## config.mk

```make
export PLATFORM = sky130hd
export DESIGN_NAME = arb4way16
export DESIGN_NICKNAME = d
export VERILOG_FILES = /design/src/rtl/arb4way16.sv
export SDC_FILE = /design/constraint.sdc
export NUM_CORES = 1
export LEC_CHECK = 0
export CORE_MARGIN = 4
export CORE_UTILIZATION = 36
export DETAILED_ROUTE_END_ITERATION = 16
export PLACE_DENSITY = 0.83
export SLEW_MARGIN = 20
export SYNTH_ARGS = -nofsm -noshare
export SYNTH_HDL_FRONTEND = slang
export SYNTH_SLANG_ARGS = --single-unit
```

## constraint.sdc

```tcl
create_clock -name clk -period 3 [get_ports clk]
set_input_delay 0.9 -clock clk [delete_from_list [all_inputs] [get_ports clk]]
set_output_delay 0.9 -clock clk [all_outputs]
set_load 0.03 [all_outputs]
```

## src/rtl/arb4way16.sv

```systemverilog
// arb4way16: four-channel round-robin arbiter feeding a registered word/select pair.
// Define ARB4WAY16_LOCK_EN to add a `lock` input that lets the last winner keep the grant.
module arb4way16 #(
    parameter int unsigned WIDTH = 16
) (
    input  logic             clk,
    input  logic             reset,
    input  logic [WIDTH-1:0] in_A,
    input  logic [WIDTH-1:0] in_B,
    input  logic [WIDTH-1:0] in_C,
    input  logic [WIDTH-1:0] in_D,
    input  logic [3:0]       in_valid,
    output logic [3:0]       in_ready,
    output logic [WIDTH-1:0] out,
    output logic [1:0]       out_sel,
    output logic             out_valid,
`ifdef ARB4WAY16_LOCK_EN
    input  logic             lock,
`endif
    input  logic             out_ready
);

    logic [1:0]       last_grant_q;
    logic [WIDTH-1:0] out_q;
    logic [1:0]       sel_q;
    logic             valid_q;

    logic             load;
    logic             found;
    logic [1:0]       winner;
    logic [1:0]       cand;
    logic [WIDTH-1:0] win_data;

    // The output slot may be refilled when empty or being consumed this cycle.
    assign load = !valid_q || out_ready;

    // Search starts one past the last winner; the 2-bit add wraps 3 -> 0 for free.
    always_comb begin
        found  = 1'b0;
        winner = last_grant_q;
        cand   = last_grant_q;
        for (int k = 1; k <= 4; k++) begin
            cand = last_grant_q + 2'(k);
            if (!found && in_valid[cand]) begin
                found  = 1'b1;
                winner = cand;
            end
        end
`ifdef ARB4WAY16_LOCK_EN
        if (lock && in_valid[last_grant_q]) begin
            found  = 1'b1;
            winner = last_grant_q;
        end
`endif
    end

    always_comb begin
        win_data = in_A;
        unique case (winner)
            2'd0: win_data = in_A;
            2'd1: win_data = in_B;
            2'd2: win_data = in_C;
            2'd3: win_data = in_D;
        endcase
    end

    // A cycle with reset high never hands out a grant, since its word would be discarded.
    always_comb begin
        in_ready = 4'b0000;
        if (!reset && load && found) begin
            in_ready = 4'b0001 << winner;
        end
    end

    always_ff @(posedge clk) begin
        if (reset) begin
            out_q        <= '0;
            sel_q        <= 2'd0;
            valid_q      <= 1'b0;
            last_grant_q <= 2'd3;
        end else if (load) begin
            if (found) begin
                out_q        <= win_data;
                sel_q        <= winner;
                valid_q      <= 1'b1;
                last_grant_q <= winner;
            end else begin
                valid_q <= 1'b0;
            end
        end
    end

    assign out       = out_q;
    assign out_sel   = sel_q;
    assign out_valid = valid_q;

endmodule

```

* Yosys cells after proc, flatten, opt, wreduce, memory -nomap -nowiden *
Cells that the tools add are included.

storage, ports and cells
  bits in registers = 21
  bits of input ports = 71
  output and inout port bits = 23
  word-level logic and storage cells = 47

operators by class
  add/subtract/negate cells = 3
  $lt $le $gt $ge = 4
  equality and inequality tests = 3
  shift-type cells = 1
  multiplexer cells = 19
  reductions and logical operators = 13

operators with widths
  operator                                            count
  case mux 16 bit (4 select lines)                    1
  < comparator 2 x 3 -> 1 bit, second input constant  4
  2-to-1 mux 1 bit                                    9
  binary-select mux 1 bit (select 2 bit)              4
  2-to-1 mux 2 bit                                    4
  logical AND 1 bit                                   5
  logical NOT 1 bit                                   5
  adder 2 bit, second input constant                  2
  == test 2 bit, second input constant                2
  2-to-1 mux 4 bit                                    1
  << shifter 1 x 2 -> 4 bit, first input constant     1
  adder 2 x 1 -> 2 bit, second input constant         1
  == test 2 x 1 -> 1 bit, second input constant       1
  logical NOT 2 bit                                   1
  AND reduction 2 bit                                 1
  logical OR 1 bit                                    1

* Logic depth before layout (Yosys ltp) *
  word-level depth = 15
  gate-level depth with buffers = 7
  mapped depth without buffers = 5

* Worst setup path after synthesis *
No wires, ideal clock.

  path kind = input to output
  start point = in in_valid[2]
  end point = out in_ready[2]
  data arrival time = 2.003 ns
  data required time = 2.100 ns
  path slack = 0.097 ns
  stages on the path = 5
  cell sequence = nor4_2 -> or3_1 -> nor3_1 -> buf_2 -> and2_1

between the ends
  longest elaborated chain between the ends = 14

ends and longest elaborated chain
  element                                                                line    RTL
  from (decl)                                                            12      input logic [3:0] in_valid,
  binary-select mux 1 bit (select 2 bit)                                 44      if (!found && in_valid[cand]) begin
  2-to-1 mux 1 bit (not written as such)                                 44
  2-to-1 mux 1 bit                                                       44
  logical NOT 1 bit                                                      44
  logical AND 1 bit                                                      44
  2-to-1 mux 1 bit                                                       44
  logical NOT 1 bit                                                      44
  logical AND 1 bit                                                      44
  2-to-1 mux 1 bit                                                       44
  logical NOT 1 bit                                                      44
  logical AND 1 bit                                                      44
  2-to-1 mux 2 bit / 2-to-1 mux 1 bit (equally long branches)            44
  << shifter 1 x 2 -> 4 bit / logical AND 1 bit (equally long branches)  71, 70
  2-to-1 mux 4 bit (*)                                                   70      if (!reset && load && found) begin
  to (decl)                                                              13      output logic [3:0] in_ready,

Mark *: on every way between the ends. The rest lies on a longest branch, timed or not. The select of a mux whose other input is x is not followed.

* Final worst setup path *
  start point = in reset
  end point = out in_ready[3]

between the ends
  longest elaborated chain between the ends = 4

ends and longest elaborated chain
  element                          line  RTL
  from (decl)                      7     input logic reset,
  logical NOT 1 bit                70
  logical AND 1 bit (2 in series)  70
  2-to-1 mux 4 bit                 70

Every way passes these cells.

==> flow_summary.yaml <==
run_status:
  status: "finished clean"
synthesis:
  synth.avg_cell_area_um2: 9.53
  yosysWarnings: 0
  synth_seq_cells: 21
  synth_xor_area_share_pct: 0
  ys_types: 34
  yosys.area_share.simple_pct: 20.8
  synth_seq_area_share_pct: 29.2
  synth-compound-area-share_pct: 26.3
  synth_top_family_by_area: "compound AO/OA/AOI/OAI gates"
  synth_area_um2: 1440
  syn_nets: 222
  muxShareOfSynthArea_pct: 19.3
  syn_inst: 151
  synth_adder_area_share_pct: 0
timing:
  skew_ns: 0.00147
  slew_violations: 0
  setup_violations: 0
  fmax_ghz: 0.339
  period_needed_ns: 2.95
  timing.final.crit_share_pct: 98.4
  worstMarginPinSlew_ns: 0.627
  holdWs_ns: 0.475
  slew-limit-headroom_pct: 58.1
  rsz0062_at_grt: "false"
  hold_viol_final: 0
  layout_setup_ws_ns: 0.0471
drt:
  ant_nets: 0
  drt-total-wl_mm: 4.98
  num_vias: 1651
  firstDrtPassIters: 4
  drc_errors: 0
  drt-initial-drc-count: 48
  routedWlPerCell_um: 15.9
  drt-vias-per-instance: 5.27
placement:
  gp_congestion: 0.784
  dp_hpwl_mm: 3.99
  pre_cts_ws_ns: -0.387
  io_buffers: 93
power_and_ir_drop:
  power_density_nw_per_um2: 417
  swShare_pct: 33.9
  p_int_uw: 729
  p_leak_nw: 1.07
  p_clk_share_pct: 17.0
  comb_power_share_pct: 51.7
  seqPwrFrac_pct: 31.3
  p_switching_uw: 375
  peakVddDrop_mv: 0.183
grt:
  grt_pass1_wl_mm: 8.03
  grt_usage_pct: 19.3
  antenna_found_initial: 0
  grt_max_degree: 16
  grt.overflow.total: 0
  grt_pass1_vias: 1768
worst_setup_path:
  cp_slowest_stage_delay_ns: 0.38
  crit_type: "in -> out"
  crit_chain: "dlygate4sd2_1 > or3_4 > nor3_2 > buf_4 > and2_4 > buf_6"
  cp_max_fo: 3
  endpoint_kind: "output port"
  cp_num_buf_inv: 3
  cp.arrival_ns: 2.05
  crit_family: "simple AND/OR/NAND/NOR gates"
  worstPathRequired_ns: 2.10
  startpoint_type: "input port"
  critPathSlowestCell: "or3_4"
worst_hold_path:
  worst_hold_path_type: "reg -> reg"
clock_tree:
  numCtsBuffers: 3
  ctsHoldBuffers: 0
  cts.clk_slew.worst_paths_ns: 0.08
  cts-root-buf: "clkbuf_8"
  cts_tree: "done"
  clock-sinks: 21
  clk_latency_ns: 0.25
  cts_buffer_depth: 2
  cts-htree-levels: 1
die:
  die_y_um: 71.2
  design.die.area_um2: 5070
  die_w_um: 71.2
  start_util_pct: 38.2
  rows: 22
  core_area_um2: 3770
  io_pins: 94
layout:
  drive_gt1_share_pct: 25.3
  final_core_util_pct: 70.1
  area.growth.synth_to_final_pct: 83.8
  layout_commonest_cell: "clkdlybuf4s50_1"
  antenna_cells: 0
  nNetsFinal: 337
  fillers: 321
  mostFrequentLayoutCells: "clkdlybuf4s50_1 (83), buf_4 (27), dfxtp_1 (21)"
job:
  maxCapViolCount: 0
per-layer routing:
layer | vias up | track usage, % | part of all wire [%]
met4 | 0 | 4.38 | 0.76
li1 | 820 | - | -
met2 | 85 | 35.1 | 47
met3 | 4 | 5.61 | 10
met1 | 742 | 22.1 | 42
met5 | - | 0 | 0
through the flow:
step / setup TNS [ns] / power [mW] / area [µm²] / instances
floorplan: 0 / 0.651 / 1440 / 151
global placement: -1.33 / 0.907 / 2580 / 308
detailed placement: -1.65 / 0.918 / 2580 / 308
CTS: 0 / 1.11 / 2650 / 313
global route: 0 / 1.16 / 2650 / 313
finish: 0 / 1.10 / 2650 / 313
synthesized netlist by cell type, drive strengths merged:
library cell	number	area (µm²)
nor2	8	32.5
a211o	1	8.76
a21oi	14	92.6
dfxtp	21	420
nor2b	1	6.26
a211oi	1	7.51
a21boi	1	11.3
o31ai	9	67.6
nand3b	1	7.51
and3b	1	8.76
nor3	4	31.3
mux2	23	278
clkbuf	3	11.3
buf	7	47.5
o21ai	2	10.0
and2	2	12.5
a221o	15	150
a21o	3	22.5
or3	1	6.26
nand3	1	5.00
nor4	1	12.5
nor3b	8	60.1
inv	1	3.75
nand2b	6	37.5
nand4	9	56.3
nand2	6	22.5
a31o	1	8.76
final timing paths:
kind | start | end | slack (ns) | cells past startpoint
max | reset | in_ready[3] | 0.05 | 6
min | out_sel[1] | out_sel[1] | 0.47 | 2
max reg2reg | last_grant_q[1] | out[6] | 0.95 | 7
min reg2reg | out_sel[1] | out_sel[1] | 0.47 | 2
flip-flops by register name, indices dropped and copies added (netlist names):
name and count:
last_grant_q 2, out_sel 2, out 16, out_valid 1
worst register-to-register path: stages, from the launching register on:
cell     delay (ns)
dfxtp_1        0.44
nand2_1        0.11
a31o_2         0.28
buf_4          0.14
nor2_2         0.12
buf_12         0.16
mux2_2         0.35
a221o_1        0.34
kinds of logic after synthesis:
kind of cell,count (synthesis)
AOI/OAI and AO/OA,47
and+or+nand+nor,49
muxes,23
DFF,21
buffers and inverters,11
power groups by stage:
stage | clock network (mW) | logic [mW] | registers, mW
CTS | 0.192 | 0.574 | 0.346
detailed placement | 0 | 0.566 | 0.352
finish | 0.187 | 0.571 | 0.345
global placement | 0 | 0.557 | 0.350
floorplan | 0 | 0.226 | 0.425
global route | 0.203 | 0.610 | 0.352
area by class of cell:
class	instances	area, µm²	share of cell area, %
flip-flops and latches	21	420	15.9
multi-input cells	119	982	37.1
clock buffers	4	45.0	1.70
well taps	48	60.1	2.27
repair buffers	120	1130	42.9
inverters	1	3.75	0.142
what timing repair did:
action	4_1_cts	5_1_grt
pin swaps	2	2
resized for setup	23	4
setup buffers	1	0
endpoints found under the setup margin	4	4
No activity file was read; power rests on OpenSTA's default activity.
